$ cat src/rtl/axil_ram_ctrl.sv
// AXI4-Lite slave front end for the single-clock RAM block (separate wr/rd ports,
// byte enables, 1-cycle registered read). Write and read channels run independently.
module axil_ram_ctrl #(
  parameter int DATA_WIDTH = 32,
  parameter int ADDR_WIDTH = 8,
  parameter int STRB_WIDTH = DATA_WIDTH / 8
) (
  input  logic                  clk,
  input  logic                  rst,
  input  logic [ADDR_WIDTH-1:0] s_awaddr,
  input  logic                  s_awvalid,
  output logic                  s_awready,
  input  logic [DATA_WIDTH-1:0] s_wdata,
  input  logic [STRB_WIDTH-1:0] s_wstrb,
  input  logic                  s_wvalid,
  output logic                  s_wready,
  output logic [1:0]            s_bresp,
  output logic                  s_bvalid,
  input  logic                  s_bready,
  input  logic [ADDR_WIDTH-1:0] s_araddr,
  input  logic                  s_arvalid,
  output logic                  s_arready,
  output logic [DATA_WIDTH-1:0] s_rdata,
  output logic [1:0]            s_rresp,
  output logic                  s_rvalid,
  input  logic                  s_rready,
  output logic [ADDR_WIDTH-1:0] mem_wr_addr,
  output logic [ADDR_WIDTH-1:0] mem_rd_addr,
  output logic                  mem_wr,
  output logic                  mem_rd,
  output logic [DATA_WIDTH-1:0] mem_wr_data,
  output logic [STRB_WIDTH-1:0] mem_be,
  output logic                  mem_cs,
  input  logic [DATA_WIDTH-1:0] mem_rd_data
);

  localparam int OFFS = $clog2(STRB_WIDTH);

  localparam logic [1:0] W_IDLE = 2'd0;
  localparam logic [1:0] W_MEM  = 2'd1;
  localparam logic [1:0] W_RESP = 2'd2;

  localparam logic [1:0] R_IDLE = 2'd0;
  localparam logic [1:0] R_MEM  = 2'd1;
  localparam logic [1:0] R_CAP  = 2'd2;
  localparam logic [1:0] R_RESP = 2'd3;

  function automatic logic [ADDR_WIDTH-1:0] word_addr(input logic [ADDR_WIDTH-1:0] byte_addr);
    return byte_addr >> OFFS;
  endfunction

  logic [1:0]            w_state;
  logic                  aw_held;
  logic                  w_held;
  logic [ADDR_WIDTH-1:0] aw_addr_q;
  logic [DATA_WIDTH-1:0] w_data_q;
  logic [STRB_WIDTH-1:0] w_strb_q;
  logic                  aw_hs;
  logic                  w_hs;
  logic [ADDR_WIDTH-1:0] aw_addr_sel;
  logic [DATA_WIDTH-1:0] w_data_sel;
  logic [STRB_WIDTH-1:0] w_strb_sel;

  logic [1:0]            r_state;
  logic                  ar_hs;

  // Readies are gated by rst so nothing is offered while reset is held,
  // yet the first handshake can land on the first edge after release.
  assign s_awready = !rst && (w_state == W_IDLE) && !aw_held;
  assign s_wready  = !rst && (w_state == W_IDLE) && !w_held;
  assign s_arready = !rst && (r_state == R_IDLE);

  assign aw_hs = s_awvalid && s_awready;
  assign w_hs  = s_wvalid && s_wready;
  assign ar_hs = s_arvalid && s_arready;

  assign s_bvalid = (w_state == W_RESP);
  assign s_bresp  = 2'b00;
  assign s_rvalid = (r_state == R_RESP);
  assign s_rresp  = 2'b00;

  assign mem_wr = (w_state == W_MEM);
  assign mem_rd = (r_state == R_MEM);
  assign mem_cs = mem_wr | mem_rd;

  // A channel arriving this very cycle bypasses its latch.
  always_comb begin
    aw_addr_sel = aw_held ? aw_addr_q : s_awaddr;
    w_data_sel  = w_held ? w_data_q : s_wdata;
    w_strb_sel  = w_held ? w_strb_q : s_wstrb;
  end

  always_ff @(posedge clk or posedge rst) begin
    if (rst) begin
      w_state     <= W_IDLE;
      aw_held     <= 1'b0;
      w_held      <= 1'b0;
      aw_addr_q   <= '0;
      w_data_q    <= '0;
      w_strb_q    <= '0;
      mem_wr_addr <= '0;
      mem_wr_data <= '0;
      mem_be      <= '0;
    end else begin
      case (w_state)
        W_IDLE: begin
          if (aw_hs) begin
            aw_held   <= 1'b1;
            aw_addr_q <= s_awaddr;
          end
          if (w_hs) begin
            w_held   <= 1'b1;
            w_data_q <= s_wdata;
            w_strb_q <= s_wstrb;
          end
          // RAM port registers only change on entry to W_MEM so they hold otherwise.
          if ((aw_held || aw_hs) && (w_held || w_hs)) begin
            w_state     <= W_MEM;
            mem_wr_addr <= word_addr(aw_addr_sel);
            mem_wr_data <= w_data_sel;
            mem_be      <= w_strb_sel;
          end
        end
        W_MEM: w_state <= W_RESP;
        W_RESP: begin
          if (s_bready) begin
            w_state <= W_IDLE;
            aw_held <= 1'b0;
            w_held  <= 1'b0;
          end
        end
        default: w_state <= W_IDLE;
      endcase
    end
  end

  // RAM data is only valid in the cycle after mem_rd, so it is captured in R_CAP.
  always_ff @(posedge clk or posedge rst) begin
    if (rst) begin
      r_state     <= R_IDLE;
      mem_rd_addr <= '0;
      s_rdata     <= '0;
    end else begin
      case (r_state)
        R_IDLE: begin
          if (ar_hs) begin
            mem_rd_addr <= word_addr(s_araddr);
            r_state     <= R_MEM;
          end
        end
        R_MEM: r_state <= R_CAP;
        R_CAP: begin
          s_rdata <= mem_rd_data;
          r_state <= R_RESP;
        end
        R_RESP: begin
          if (s_rready) r_state <= R_IDLE;
        end
        default: r_state <= R_IDLE;
      endcase
    end
  end

endmodule

$ cat config.mk
export PLATFORM = sky130hd
export DESIGN_NAME = axil_ram_ctrl
export DESIGN_NICKNAME = d
export VERILOG_FILES = /design/src/rtl/axil_ram_ctrl.sv
export SDC_FILE = /design/constraint.sdc
export NUM_CORES = 1
export LEC_CHECK = 0
export ABC_CLOCK_PERIOD_IN_PS = 5600
export CORE_ASPECT_RATIO = 0.5
export CORE_MARGIN = 4
export CORE_UTILIZATION = 45
export CTS_CLUSTER_SIZE = 14
export DETAILED_ROUTE_END_ITERATION = 12
export PLACE_DENSITY_LB_ADDON = 0.25
export SYNTH_ARGS = -nofsm -noshare
export SYNTH_HDL_FRONTEND = slang
export SYNTH_SLANG_ARGS = --single-unit
$ cat constraint.sdc
create_clock -name clk -period 5.6 [get_ports clk]
set_input_delay 1.12 -clock clk [delete_from_list [all_inputs] [get_ports clk]]
set_output_delay 1.12 -clock clk [all_outputs]
set_load 0.01 [all_outputs]
==> run_results.csv, run 1 <==
group,metric,value,unit
power,p_per_area,604,nW/µm²
placed_design,finalWeightedCongestion,0.710,
synthesis,seq_area_frac_synth,56.9,%
clock_network,cts_setup_buffers,0,
critical_path,slowest_stage,"or4_1",
detailed_routing,ant_nets,0,
critical_path,critPathMostFrequentCell,"clkdlybuf4s50_1",
timing,setup_violations,0,
layout,antennaDiodeCount,0,
timing,holdWs,0.486,ns
clock_network,ctsResizeCount,0,
timing,max_freq,0.242,GHz
grt,antenna_found_initial,0,
detailed_routing,drt-total-wl,11.9,mm
detailed_routing,vias,3487,
power,ir_drop,0.292,mV
critical_path,end_kind,"output pin",
clock_network,cts_tree,"yes",
detailed_routing,met3_length,974,µm
timing,slew-limit-headroom,31.5,%
floorplan,die_w,166,µm
timing,drv_slew,0,
grt,track_usage,17.1,%
synthesis,synth-seq-cells,128,
layout,final_common_cell,"clkdlybuf4s50_1",
critical_path,path_delay_family,"buffers and inverters",
timing,worst-slew-pin-transition,1.03,ns
critical_path,crit_arrival,3.02,ns
placed_design,io_buffers,174,
clock_network,cts_hold_buf,0,
critical_path,cp_slowest_stage_delay,0.65,ns
clock_network,cts_root_buffer,"clkbuf_16",
floorplan,fp.dieH,87.1,µm
floorplan,io_pins,187,
critical_path,path_max_fanout,7,
outcome,status,"finished clean",
clock_network,htree_levels,4,
critical_path,cp_cell_sequence,"clkdlybuf4s50_1 -> or4_1 -> clkinv_4 -> clkdlybuf4s50_1",
layout,final_net_count,638,
worst_hold_path,hp-class,"reg -> reg",
floorplan,row_count,28,
detailed_routing,drc,0,
synthesis,synthDistinctLibCells,31,
floorplan,initial_core_util,46.8,%
timing,fin_skew,0.00691,ns
layout,drive_gt1_share,27.7,%
synthesis,yosys_warnings,0,
layout,final_cell_mix,"174 x clkdlybuf4s50_1, 127 x dfrtp_1, 84 x mux2_2",
synthesis,syn_inst,364,
placed_design,place_hpwl,8.39,mm
power,p_leak,0.00353,µW
critical_path,setup.worst_path.start_class,"input pin",
layout,utilization,67.4,%
timing,finalHoldViolCount,0,
critical_path,cp.buffers_inverters,3,
critical_path,cp.required,4.48,ns
layout,postLayoutCellArea,8100,µm²
grt,grt_max_degree,51,
clock_network,clk_latency,0.40,ns
detailed_routing,drt_iter0_drc,149,
run,max_cap_viol_count,0,
clock_network,clock-sinks,128,
grt,grt_pass1_wl,19.3,mm
grt,overflow,0,
layout,area_growth,43.9,%
detailed_routing,viasPerCell,4.84,
timing,period_share,73.9,%
floorplan,core,12000,µm²
power,power,4890,µW
clock_network,cts_buffers,17,
detailed_routing,drt-pass1-iter-count,6,
placed_design,placed_area,7450,µm²
clock_network,cts_buffer_depth,2,
detailed_routing,met1_length,4.82,mm
timing,final.setup.tns,0,ns
detailed_routing,wire_per_inst,16.6,µm
layout,fill_cells,878,
floorplan,dieArea,14500,µm²
detailed_routing,top_layer_used,"met4",
timing,finalCriticalPeriod,4.14,ns
synthesis,syn-cell-area,5630,µm²
critical_path,critPathKind,"in -> out",
clock_network,clkTransAtPathRegs,0.05,ns
timing,rsz0062_at_grt,"false",
synthesis,synth.avg_cell_area,15.5,µm²
detailed_routing,met2WireLength,6.05,mm
grt,grt_pass1_vias,3805,
==> Yosys cell counts <==
master | n | area [µm²]
a21o_1 | 1 | 7.51
a21oi_1 | 2 | 10.0
a221o_1 | 6 | 60.1
a22o_1 | 1 | 8.76
and2b_1 | 2 | 15.0
buf_2 | 3 | 15.0
buf_4 | 12 | 90.1
buf_6 | 5 | 56.3
clkbuf_1 | 6 | 22.5
clkinv_4 | 1 | 8.76
conb_1 | 1 | 3.75
dfrtp_1 | 128 | 3200
ha_1 | 5 | 62.6
inv_1 | 6 | 22.5
mux2_1 | 43 | 484
mux2_2 | 84 | 946
mux2_4 | 26 | 390
mux2i_1 | 1 | 10.0
nand2_1 | 8 | 30.0
nand2_4 | 1 | 11.3
nand2_8 | 1 | 20.0
nand2b_1 | 1 | 6.26
nor2_1 | 4 | 15.0
nor2b_1 | 3 | 18.8
nor3_1 | 6 | 30.0
nor4_4 | 1 | 21.3
o211a_1 | 1 | 10.0
o21ai_0 | 2 | 10.0
o221ai_4 | 1 | 26.3
or2_2 | 1 | 6.26
or4_1 | 1 | 7.51
==> worst register-to-register path: cells and delay by family, from the launching register on <==
family	cells	cell delay [ns]
multiplexers	1	0.37
buffers and inverters	1	0.42
flip-flops	1	0.75
AO/OA/AOI/OAI	1	0.96
==> metrics by stage <==
| step | setup WS, ns | instances |
|---|---|---|
| floorplan | 1.07 | 371 |
| global placement | 1.46 | 688 |
| detailed placement | 1.44 | 688 |
| CTS | 1.44 | 720 |
| global route | 1.37 | 720 |
| finish | 1.46 | 720 |
==> per-layer routing <==
metal  GRT usage, %  up-vias
li1               -     1634
met1           19.3     1733
met2           29.8      112
met3           7.93        8
met4           4.94        0
met5              0        -
==> flip-flops by register name, summed over array words and instances (netlist names) <==
signal	cells
mem_wr_data	32
s_rdata	32
w_data_q	32
aw_addr_q	6
mem_rd_addr	6
mem_wr_addr	6
mem_be	4
w_strb_q	4
r_state	2
w_state	2
aw_held	1
w_held	1
==> worst paths after layout <==
path	start	end	slack [ns]	depth (start not counted)
worst max register to register	w_held$_DFFE_PP0P_	mem_wr_data[9]$_DFFE_PP0P_	2.98	3
worst min-delay path	mem_be[2]$_DFFE_PP0P_	mem_be[2]$_DFFE_PP0P_	0.49	1
worst max-delay path	rst	s_awready	1.46	4
worst min register to register	mem_be[2]$_DFFE_PP0P_	mem_be[2]$_DFFE_PP0P_	0.49	1
min in group asynchronous	rst	mem_rd_addr[0]$_DFFE_PP0P_	1.38	2
max in group asynchronous	rst	w_strb_q[2]$_DFFE_PP0P_	3.27	3
==> power breakdown <==
group          total (µW)  internal (µW)  switching (µW)
clock                1190            782             403
combinational        2000           1280             714
sequential           1710           1400             307
==> kinds of logic after synthesis <==
kind of cell | share of synthesized area [%]
other | 0.0666
AOI/OAI and AO/OA | 2.36
and+or+nand+nor | 3.22
buffers and inverters | 3.82
adders and majority gates | 1.11
muxes | 32.5
DFF | 56.9
==> layout make-up <==
| type | count | area (µm²) | share of cell area, % |
|---|---|---|---|
| multi-input cells | 210 | 2240 | 27.6 |
| well taps | 165 | 206 | 2.55 |
| clock inverters | 12 | 183 | 2.25 |
| inverters | 7 | 33.8 | 0.417 |
| clock buffers | 20 | 467 | 5.76 |
| repair buffers | 178 | 1770 | 21.9 |
| flip-flops and latches | 128 | 3200 | 39.5 |
No activity file was read; power rests on OpenSTA's default activity.
==> run 2: changes to the inputs <==
Settings changed: ABC_CLOCK_PERIOD_IN_PS 5600 to 3800, CORE_UTILIZATION 45 to 42.
Clock period 5.6 ns to 3.8 ns, I/O delays scaled along.
==> run_results.csv, run 2 (synthesized netlist as in run 1, its figures left out) <==
group,metric,value,unit
layout,area_growth,44.8,%
detailed_routing,drc,0,
clock_network,htree_levels,4,
critical_path,cp_cell_sequence,"clkdlybuf4s50_1 -> or4_1 -> clkinv_4 -> clkdlybuf4s50_1",
clock_network,cts_buffers,17,
timing,setup_violations,0,
detailed_routing,drt-pass1-iter-count,4,
timing,worst-slew-pin-transition,0.757,ns
critical_path,rrSetupSlack,1.94,ns
detailed_routing,drt_iter0_drc,86,
clock_network,clkTransAtPathRegs,0.06,ns
timing,fin_skew,0.0106,ns
layout,antennaDiodeCount,0,
floorplan,fp.dieH,89.9,µm
power,ir_drop,0.397,mV
critical_path,slowest_stage,"or4_1",
detailed_routing,drt-total-wl,11.9,mm
critical_path,cp.required,3.04,ns
grt,antenna_found_initial,0,
critical_path,cp.buffers_inverters,3,
layout,postLayoutCellArea,8150,µm²
placed_design,place_hpwl,8.35,mm
placed_design,io_buffers,174,
layout,final_common_cell,"clkdlybuf4s50_1",
timing,max_freq,0.314,GHz
layout,drive_gt1_share,28.2,%
layout,final_net_count,643,
floorplan,dieArea,15400,µm²
clock_network,cts_setup_buffers,0,
worst_hold_path,hp-class,"reg -> reg",
timing,rsz0062_at_grt,"false",
layout,fill_cells,993,
floorplan,core,12900,µm²
clock_network,cts_buffer_depth,2,
critical_path,critPathMostFrequentCell,"clkdlybuf4s50_1",
floorplan,die_w,172,µm
floorplan,io_pins,187,
grt,overflow,0,
critical_path,reg2reg_depth,3,
run,max_cap_viol_count,0,
critical_path,cp_slowest_stage_delay,0.59,ns
critical_path,r2r_end,"w_data_q[17]$_DFFE_PP0P_",
clock_network,cts_root_buffer,"clkbuf_16",
timing,drv_slew,0,
outcome,status,"finished clean",
clock_network,cts_hold_buf,0,
grt,grt_max_degree,43,
floorplan,row_count,29,
clock_network,clock-sinks,128,
clock_network,cts_tree,"yes",
critical_path,r2r-start,"w_state[1]$_DFFE_PP0P_",
detailed_routing,wire_per_inst,16.3,µm
critical_path,end_kind,"output pin",
placed_design,placed_area,7510,µm²
grt,track_usage,16.0,%
worst_hold_path,min_to,"w_data_q[22]$_DFFE_PP0P_",
clock_network,ctsResizeCount,0,
critical_path,critPathKind,"in -> out",
power,p_per_area,886,nW/µm²
layout,reg_top3,"mem_wr_data (32), s_rdata (32), w_data_q (32)",
worst_hold_path,hold_path.startpoint,"w_data_q[22]$_DFFE_PP0P_",
detailed_routing,vias,3539,
critical_path,crit_arrival,2.43,ns
worst_hold_path,hold_path_depth,1,
timing,finalCriticalPeriod,3.19,ns
placed_design,finalWeightedCongestion,0.751,
detailed_routing,ant_nets,0,
clock_network,clk_latency,0.40,ns
grt,grt_pass1_wl,19.9,mm
detailed_routing,viasPerCell,4.85,
timing,finalHoldViolCount,0,
timing,period_share,83.9,%
layout,final_cell_mix,"174 x clkdlybuf4s50_1, 127 x dfrtp_1, 84 x mux2_2",
timing,final.setup.tns,0,ns
grt,grt_pass1_vias,3935,
power,p_leak,0.00355,µW
timing,slew-limit-headroom,49.4,%
critical_path,path_delay_family,"buffers and inverters",
critical_path,path_max_fanout,7,
floorplan,initial_core_util,43.7,%
critical_path,setup.worst_path.start_class,"input pin",
==> run 2: changes by cell type in the layout (fill, tap and decap cells not counted) <==
cell        delta
clkbuf_8       -1
buf_4          +4
clkinvlp_4     +1
clkbuf_1       +1
inv_4          -1
buf_12         +1
clkinv_4       -1
inv_6          +1
==> run 2: layout make-up <==
cell class	count	area [µm²]	share of cell area, %
inverters	7	35.0	0.430
repair buffers	183	1820	22.4
multi-input cells	210	2240	27.4
clock inverters	12	183	2.24
well taps	170	213	2.61
clock buffers	20	457	5.60
flip-flops and latches	128	3200	39.3
==> run 2: report_power, final <==
group	internal [µW]	switching, µW	leakage (µW)	total (µW)
clock network	1140	598	0.000303	1740
registers	2070	362	0.00153	2430
logic	1900	1150	0.00172	3060
==> run 2: how the worst max path moves through the flow <==
stage | startpoint | end | slack [ns] | depth (start not counted)
floorplan | rst | aw_addr_q[2]$_DFFE_PP0P_ | 1.46 | 1
global placement | rst | s_awready | 0.60 | 4
finish | rst | s_awready | 0.61 | 4
detailed placement | rst | s_awready | 0.61 | 4
global route | rst | s_awready | 0.57 | 4
CTS | rst | s_awready | 0.61 | 4
==> run 2: metrics by stage <==
stage,hold slack (ns),utilization [%],total power [µW],cells,setup slack (ns)
finish,0.485,63.3,7220,730,0.611
global route,0.497,63.3,7680,730,0.567
CTS,0.492,63.3,7340,730,0.609
detailed placement,0.479,58.3,5560,698,0.610
global placement,0.468,58.3,5480,698,0.598
floorplan,0.459,-,4200,371,1.46
==> run 2: worst reg2reg max path, cell delays in order (launching register included) <==
cell and delay (ns):
dfrtp_1 0.45, nor4_4 0.38, nand2_4 0.43, mux2_1 0.48
==> run 2: routing by layer <==
metal,share of wire [%],GRT usage [%],vias up,wire length (µm)
met5,0,0,-,0
met4,0.81,4.15,0,97
met3,7.0,5.52,9,831
met2,50,26.6,97,5980
met1,42,20.0,1784,5030
li1,-,-,1649,-
==> run 3: changes to the inputs <==
Settings changed: ABC_CLOCK_PERIOD_IN_PS 3800 to 2850.
Clock period 3.8 ns to 2.85 ns, I/O delays scaled along.
==> run_results.csv, run 3 (synthesized netlist as in run 1, its figures left out) <==
group,metric,value,unit
layout,final_net_count,644,
floorplan,dieArea,15400,µm²
power,p_leak,0.00355,µW
critical_path,crit_arrival,2.10,ns
placed_design,place_inst,699,
layout,postLayoutCellArea,8180,µm²
floorplan,io_pins,187,
critical_path,endpoint,"s_awready",
floorplan,row_count,29,
critical_path,end_kind,"output pin",
grt,grt_pass1_wl,20.1,mm
timing,slew-limit-headroom,60.2,%
timing,rsz0062_at_grt,"false",
timing,worst-slew-pin-transition,0.597,ns
layout,drive_gt1_share,28.4,%
detailed_routing,ant_nets,0,
clock_network,cts_hold_buf,0,
clock_network,htree_levels,4,
detailed_routing,viasPerCell,4.84,
critical_path,r2r_end,"mem_wr_addr[0]$_DFFE_PP0P_",
detailed_routing,wire_per_inst,16.7,µm
run,max_cap_viol_count,0,
timing,fin_skew,0.0114,ns
clock_network,cts_setup_buffers,0,
clock_network,cts_root_buffer,"clkbuf_16",
floorplan,die_w,172,µm
placed_design,placed_area,7540,µm²
grt,antenna_found_initial,0,
critical_path,cp.required,2.28,ns
clock_network,clk_latency,0.40,ns
clock_network,clkTransAtPathRegs,0.05,ns
layout,fin_cells,730,
layout,final_cell_mix,"174 x clkdlybuf4s50_1, 127 x dfrtp_1, 84 x mux2_2",
worst_hold_path,hp-class,"reg -> reg",
power,ir_drop,0.507,mV
detailed_routing,drc,0,
timing,final.setup.tns,0,ns
critical_path,rrSetupSlack,1.05,ns
floorplan,fp.dieH,89.9,µm
grt,grt_max_degree,89,
critical_path,crit_start,"rst",
timing,finalHoldViolCount,0,
layout,reg_top3,"mem_wr_data (32), s_rdata (32), w_data_q (32)",
layout,antennaDiodeCount,0,
grt,overflow,0,
outcome,status,"finished clean",
layout,area_growth,45.3,%
detailed_routing,drt-total-wl,12.2,mm
detailed_routing,drt-pass1-iter-count,4,
critical_path,path_max_fanout,2,
placed_design,place_hpwl,8.40,mm
clock_network,cts_buffers,17,
critical_path,reg2reg_depth,4,
layout,utilization,63.5,%
placed_design,finalWeightedCongestion,0.750,
power,p_per_area,1180,nW/µm²
clock_network,ctsResizeCount,0,
layout,final_common_cell,"clkdlybuf4s50_1",
clock_network,cts_buffer_depth,2,
timing,drv_slew,0,
clock_network,cts_tree,"yes",
timing,max_freq,0.375,GHz
placed_design,io_buffers,174,
grt,track_usage,16.3,%
floorplan,initial_core_util,43.7,%
timing,finalCriticalPeriod,2.67,ns
worst_hold_path,hold_path.startpoint,"mem_wr_data[7]$_DFFE_PP0P_",
critical_path,setup.worst_path.start_class,"input pin",
timing,setup_violations,0,
grt,grt_pass1_vias,3812,
timing,period_share,93.6,%
detailed_routing,drt_iter0_drc,118,
critical_path,r2r-start,"w_held$_DFFE_PP0P_",
critical_path,critPathKind,"in -> out",
floorplan,core,12900,µm²
clock_network,clock-sinks,128,
detailed_routing,vias,3536,
==> run 3: cell count changes in the layout (fill, tap and decap cells not counted), sizes merged <==
cell / change
clkinv: -2
clkinvlp: +2
clkbuf: -1
buf: +1
==> run 3: power by group <==
part           leakage (µW)  switching (µW)  internal (µW)
Combinational       0.00173            1550           2570
Sequential          0.00153             484           2760
Clock              0.000294             802           1510
Total               0.00355            2840           6840
==> run 3: metrics by stage <==
step	hold slack, ns	setup slack [ns]	total power (µW)
3_5_place_dp	0.477	0.171	7460
5_1_grt	0.499	0.123	10300
3_3_place_gp	0.468	0.174	7360
4_1_cts	0.490	0.171	9840
2_1_floorplan	0.459	0.699	5600
6_report	0.486	0.183	9680
==> run 3: area by class of cell <==
cell class / instances / area, µm²
fillers: 971 / 4700
flip-flops and latches: 128 / 3200
multi-input cells: 210 / 2240
repair buffers: 184 / 1850
clock buffers: 19 / 453
well taps: 170 / 213
clock inverters: 12 / 184
inverters: 7 / 35.0
==> run 3: layer usage <==
layer	GRT usage (%)	vias to the layer above	routed length [µm]
li1	-	1655	-
met1	20.6	1775	5330
met2	26.7	100	5900
met3	5.87	6	886
met4	4.35	0	68
met5	0	-	0
==> run 3: worst min-delay path by stage <==
stage                                             to  cells past startpoint
after floorplan             w_data_q[17]$_DFFE_PP0P_                      1
after detailed placement    w_data_q[25]$_DFFE_PP0P_                      1
after global routing      mem_wr_data[7]$_DFFE_PP0P_                      1
after CTS                   w_data_q[25]$_DFFE_PP0P_                      1
after global placement      w_data_q[25]$_DFFE_PP0P_                      1
final                     mem_wr_data[7]$_DFFE_PP0P_                      1
==> run 3: critical path, cell delays in order <==
cell,delay (ns)
clkdlybuf4s50_1,0.41
or4_1,0.48
clkinv_4,0.10
clkdlybuf4s50_1,0.53
